[config.mk]
export PLATFORM = sky130hd
export DESIGN_NAME = pipe_sub_32bit
export DESIGN_NICKNAME = d
export VERILOG_FILES = /design/src/rtl/pipe_sub_32bit.sv
export SDC_FILE = /design/constraint.sdc
export NUM_CORES = 1
export LEC_CHECK = 0
export CORE_UTILIZATION = 37
export DETAILED_ROUTE_END_ITERATION = 10
export HOLD_SLACK_MARGIN = 0.15
export PLACE_DENSITY = 0.62
export SYNTH_ARGS = -nofsm -noshare
export SYNTH_HDL_FRONTEND = slang
export SYNTH_SLANG_ARGS = --single-unit
[constraint.sdc]
create_clock -name i_clk -period 2.3 [get_ports i_clk]
set_input_delay 0.69 -clock i_clk [delete_from_list [all_inputs] [get_ports i_clk]]
set_output_delay 0.69 -clock i_clk [all_outputs]
set_load 0.02 [all_outputs]
[src/rtl/pipe_sub_32bit.sv]
// pipe_sub_32bit: two-stage pipelined 32-bit subtractor with valid/ready flow control.
// The difference is formed as a + ~b + 1 from two 16-bit carry-lookahead halves.
// Stage 1 computes the low half; stage 2 computes the high half and registers
// the 33-bit sign-extended difference, the unsigned borrow and (optionally) overflow.
// Optional feature: define SUB_OVF_FLAG_EN to build the signed-overflow flag o_ovf;
// without it o_ovf is tied low and no overflow logic exists.
module pipe_sub_32bit (
   input  logic        i_clk,
   input  logic        i_rst_n,
   input  logic        i_valid,
   output logic        o_ready,
   input  logic [31:0] i_a,
   input  logic [31:0] i_b,
   output logic        o_valid,
   input  logic        i_ready,
   output logic [32:0] o_diff,
   output logic        o_borrow,
   output logic        o_ovf
);

   // 16-bit carry-lookahead adder: four 4-bit groups with a second lookahead level
   // across the groups. Returns {carry_out, sum}.
   function automatic logic [16:0] cla16(input logic [15:0] x,
                                         input logic [15:0] y,
                                         input logic        cin);
      logic [15:0] g;
      logic [15:0] p;
      logic [15:0] c;
      logic [3:0]  gg;
      logic [3:0]  pg;
      logic [4:0]  gc;
      g = x & y;
      p = x ^ y;
      for (int k = 0; k < 4; k++) begin
         gg[k] = g[4*k+3]
               | (p[4*k+3] & g[4*k+2])
               | (p[4*k+3] & p[4*k+2] & g[4*k+1])
               | (p[4*k+3] & p[4*k+2] & p[4*k+1] & g[4*k]);
         pg[k] = &p[4*k +: 4];
      end
      gc[0] = cin;
      gc[1] = gg[0] | (pg[0] & cin);
      gc[2] = gg[1] | (pg[1] & gg[0]) | (pg[1] & pg[0] & cin);
      gc[3] = gg[2] | (pg[2] & gg[1]) | (pg[2] & pg[1] & gg[0])
            | (pg[2] & pg[1] & pg[0] & cin);
      gc[4] = gg[3] | (pg[3] & gg[2]) | (pg[3] & pg[2] & gg[1])
            | (pg[3] & pg[2] & pg[1] & gg[0]) | (pg[3] & pg[2] & pg[1] & pg[0] & cin);
      for (int k = 0; k < 4; k++) begin
         c[4*k]   = gc[k];
         c[4*k+1] = g[4*k] | (p[4*k] & gc[k]);
         c[4*k+2] = g[4*k+1] | (p[4*k+1] & g[4*k]) | (p[4*k+1] & p[4*k] & gc[k]);
         c[4*k+3] = g[4*k+2] | (p[4*k+2] & g[4*k+1]) | (p[4*k+2] & p[4*k+1] & g[4*k])
                  | (p[4*k+2] & p[4*k+1] & p[4*k] & gc[k]);
      end
      return {gc[4], p ^ c};
   endfunction

   logic        s1_v;
   logic        s2_v;
   logic        s1_load;
   logic        s2_load;
   logic [15:0] s1_diff_lo_reg;
   logic        s1_c16_reg;
   logic [15:0] s1_a_hi_reg;
   logic [15:0] s1_nb_hi_reg;
   logic [32:0] s2_diff_reg;
   logic        s2_borrow_reg;
   logic [16:0] lo_sum;
   logic [16:0] hi_sum;
   logic        diff_sign;

   // Load enables: the output stage refills when empty or draining; the first stage
   // refills when empty or when its content moves on, so accept and drain can overlap.
   assign s2_load = !s2_v | i_ready;
   assign s1_load = !s1_v | s2_load;
   assign o_ready = !s1_v | !s2_v | i_ready;

   // Low half with carry-in 1 completes the two's complement of b.
   assign lo_sum = cla16(i_a[15:0], ~i_b[15:0], 1'b1);

   // High half continues from the registered carry; bit 32 is the sign of the
   // 33-bit sum sext(a) + sext(~b) + 1, which is the exact signed difference.
   assign hi_sum    = cla16(s1_a_hi_reg, s1_nb_hi_reg, s1_c16_reg);
   assign diff_sign = s1_a_hi_reg[15] ^ s1_nb_hi_reg[15] ^ hi_sum[16];

   // Stage 1: capture low-half result and upper operand halves on the handshake.
   always_ff @(posedge i_clk or negedge i_rst_n) begin
      if (!i_rst_n) begin
         s1_v           <= 1'b0;
         s1_diff_lo_reg <= '0;
         s1_c16_reg     <= 1'b0;
         s1_a_hi_reg    <= '0;
         s1_nb_hi_reg   <= '0;
      end else if (s1_load) begin
         s1_v <= i_valid;
         if (i_valid) begin
            s1_diff_lo_reg <= lo_sum[15:0];
            s1_c16_reg     <= lo_sum[16];
            s1_a_hi_reg    <= i_a[31:16];
            s1_nb_hi_reg   <= ~i_b[31:16];
         end
      end
   end

   // Stage 2: finish the upper half and register the full result; holds while stalled.
   always_ff @(posedge i_clk or negedge i_rst_n) begin
      if (!i_rst_n) begin
         s2_v          <= 1'b0;
         s2_diff_reg   <= '0;
         s2_borrow_reg <= 1'b0;
      end else if (s2_load) begin
         s2_v <= s1_v;
         if (s1_v) begin
            s2_diff_reg   <= {diff_sign, hi_sum[15:0], s1_diff_lo_reg};
            s2_borrow_reg <= ~hi_sum[16];
         end
      end
   end

`ifdef SUB_OVF_FLAG_EN
   logic s2_ovf_reg;

   // Signed overflow: the 33-bit sign disagrees with the 32-bit result's sign.
   always_ff @(posedge i_clk or negedge i_rst_n) begin
      if (!i_rst_n) begin
         s2_ovf_reg <= 1'b0;
      end else if (s2_load && s1_v) begin
         s2_ovf_reg <= diff_sign ^ hi_sum[15];
      end
   end

   assign o_ovf = s2_ovf_reg;
`else
   assign o_ovf = 1'b0;
`endif

   assign o_valid  = s2_v;
   assign o_diff   = s2_diff_reg;
   assign o_borrow = s2_borrow_reg;

endmodule

==> results.json <==
{
  "regArea_um2": 2130,
  "grt_max_degree": 36,
  "dp_slack_ns": -0.854,
  "firstDrtPassIters": 7,
  "crit_family": "adder cells",
  "placed_area_um2": 6120,
  "min_path_type": "input port to async pin",
  "grt_pass1_wl_mm": 17.0,
  "crit_slowest_cell": "fa_1",
  "antenna_found_initial": 0,
  "async_flop_share": 1.00,
  "gp_congestion": 0.801,
  "gr-usage-met1": 0.217,
  "core-area_um2": 11600,
  "r2r-end": "o_diff[28]",
  "finalNetCount": 692,
  "syn-cell-area_um2": 4440,
  "cts-root-buf": "clkbuf_16",
  "cts_buffers": 9,
  "grt_util_met2": 0.293,
  "drc": 5,
  "max_freq_mhz": 424,
  "grt_setup_unrepaired": "yes",
  "die_w_um": 112,
  "tns_ns": -0.0581,
  "wl_per_cell_um": 13.9,
  "synth-edff-count": 0,
  "power_mw": 6.04,
  "synth_top_area_cell": "dfrtp_1",
  "maxSlewViolCount": 0,
  "clkTransAtPathRegs_ns": 0.06,
  "synth_area_leaders": "dfrtp_1 48%, ha_1 9.3%, nand2_1 8.3%",
  "fill_cells": 998,
  "drive_gt1_frac": 0.253,
  "yosys.area.top_type_share": 0.479,
  "areaGrowthSynthToFinish_pct": 50.3,
  "p_per_area_nw_per_um2": 906,
  "dr.first_iter.drc_count": 147,
  "cts_tree": "built",
  "syn_avg_cell_area_um2": 10.2,
  "ir_drop_v": 0.000362,
  "htreeDepth": 3,
  "busiest_layer": "met2",
  "vias": 3488,
  "cts.sinks": 85,
  "start_kind": "flop",
  "final_cell_area_um2": 6670,
  "via_per_inst": 4.77,
  "cp_num_buf_inv": 0,
  "status": "finished, violations left",
  "violations": "DRC, setup timing",
  "ant_nets": 0,
  "grt_pass1_vias": 3602,
  "synth.ff_latch_count": 85,
  "setup_ws_ns": -0.0581,
  "place.detailed.hpwl_mm": 7.36,
  "start_util": 0.384,
  "worst_setup_path_end_kind": "flop",
  "critPathArrivalTime_ns": 2.62,
  "ios": 105,
  "globalRouteTotalUtil": 0.173,
  "most-common-layout-cells": "95 x nand2_1, 85 x dfrtp_1, 79 x clkdlybuf4s50_1, 47 x buf_4, 46 x o21ai_0",
  "path_common_cell": "and3_4",
  "final_common_cell": "nand2_1",
  "yosys.cell_types.count": 46,
  "synthFlopType": "dfrtp_1",
  "required_ns": 2.56,
  "r2r_cells": 8,
  "die_area_um2": 12400,
  "period_needed_ns": 2.36,
  "crit_type": "flop to flop",
  "overflow": 0,
  "die_h_um": 112,
  "cp_max_fo": 4,
  "hold_buffers": 0,
  "clockBufferDepth": 2,
  "fin_crit_sh": 1.03,
  "syn-num-nets": 544,
  "skew_ns": 0.00841,
  "leakagePower_nw": 3.08,
  "reg2reg_from": "s1_nb_hi_reg[7]",
  "port_buffers": 103,
  "max_cap_viol_count": 0,
  "rows": 39,
  "hold_violations": 0,
  "syn_inst": 436,
  "wl_mm": 10.2,
  "synth_warnings": 0,
  "largest_reg_flops": 33,
  "grtUsageMet3": 0.0435,
  "finalSetupViolations": 1,
  "clock_latency_ns": 0.34,
  "diodes": 0,
  "ys_seq_area_frac": 0.479,
  "regToRegSetupSlack_ns": -0.06,
  "max_stage_delay_ns": 0.43,
  "worstPathCellList": "ha_4, and3_4, and3_4, a211oi_4, or2b_1, a21oi_2, fa_1, o21ai_1",
  "multiInputGateArea_um2": 2450
}
==> cell usage after synthesis (7+ instances only) <==
cell,count
fa_1,7
a21o_1,8
o21ai_0,53
mux2_2,18
inv_1,28
xor2_1,13
nand2_1,98
dfrtp_1,85
ha_1,33
xnor2_1,8
clkbuf_1,12
a21oi_1,17
==> through the flow <==
| stage | cells | utilization | hold slack (ns) |
|---|---|---|---|
| global route | 732 | 0.577 | 0.343 |
| detailed placement | 711 | 0.529 | 0.466 |
| floorplan | 436 | - | 0.394 |
| finish | 732 | 0.577 | 0.311 |
| global placement | 711 | 0.529 | 0.458 |
| CTS | 732 | 0.572 | 0.320 |
==> layout make-up <==
type	count	share of cell area
flip-flops and latches	85	0.319
inverters	28	0.0180
clock buffers	9	0.0338
multi-input cells	307	0.368
repair buffers	153	0.214
clock inverters	7	0.0206
well taps	143	0.0268
==> metal layers <==
metal | share of wire | vias up
met1 | 0.45 | 1641
li1 | - | 1761
met2 | 0.49 | 78
met4 | 0.0093 | 0
met5 | 0 | -
met3 | 0.048 | 8
==> repair_timing <==
item                       CTS  global route
setup buffers                5             2
resized for setup           75            23
pin swaps                   26            25
setup endpoints to repair   18            16
cloned                       0             0
==> kinds of logic (layout without fill, tap and decap cells) <==
| logic type | Yosys count | after routing | share of synthesized area |
|---|---|---|---|
| buf+inv | 44 | 197 | 0.0381 |
| fa+ha+maj | 40 | 40 | 0.125 |
| other cells | 1 | 1 | 0.000845 |
| xor+xnor | 21 | 21 | 0.0415 |
| flops | 85 | 85 | 0.479 |
| simple gates | 126 | 126 | 0.122 |
| compound gates | 101 | 101 | 0.148 |
| mux | 18 | 18 | 0.0457 |
==> how the worst max path moves through the flow <==
stage,to,cells after the start,slack (ns),start
finish,o_diff[28],8,-0.06,s1_nb_hi_reg[7]
global route,o_diff[28],8,-0.12,s1_nb_hi_reg[6]
CTS,o_diff[28],8,-0.07,s1_nb_hi_reg[0]
detailed placement,s1_diff_lo_reg[12],9,-0.85,i_b[1]
global placement,s1_diff_lo_reg[12],9,-0.85,i_b[1]
floorplan,s1_diff_lo_reg[12],8,-0.18,i_b[1]
==> power by group <==
part	switching, mW	total, mW	internal (mW)
clock	0.594	1.76	1.17
sequential	0.231	2.10	1.87
combinational	1.03	2.19	1.16
total	1.85	6.04	4.19
Power figures use the tool's default switching activity.
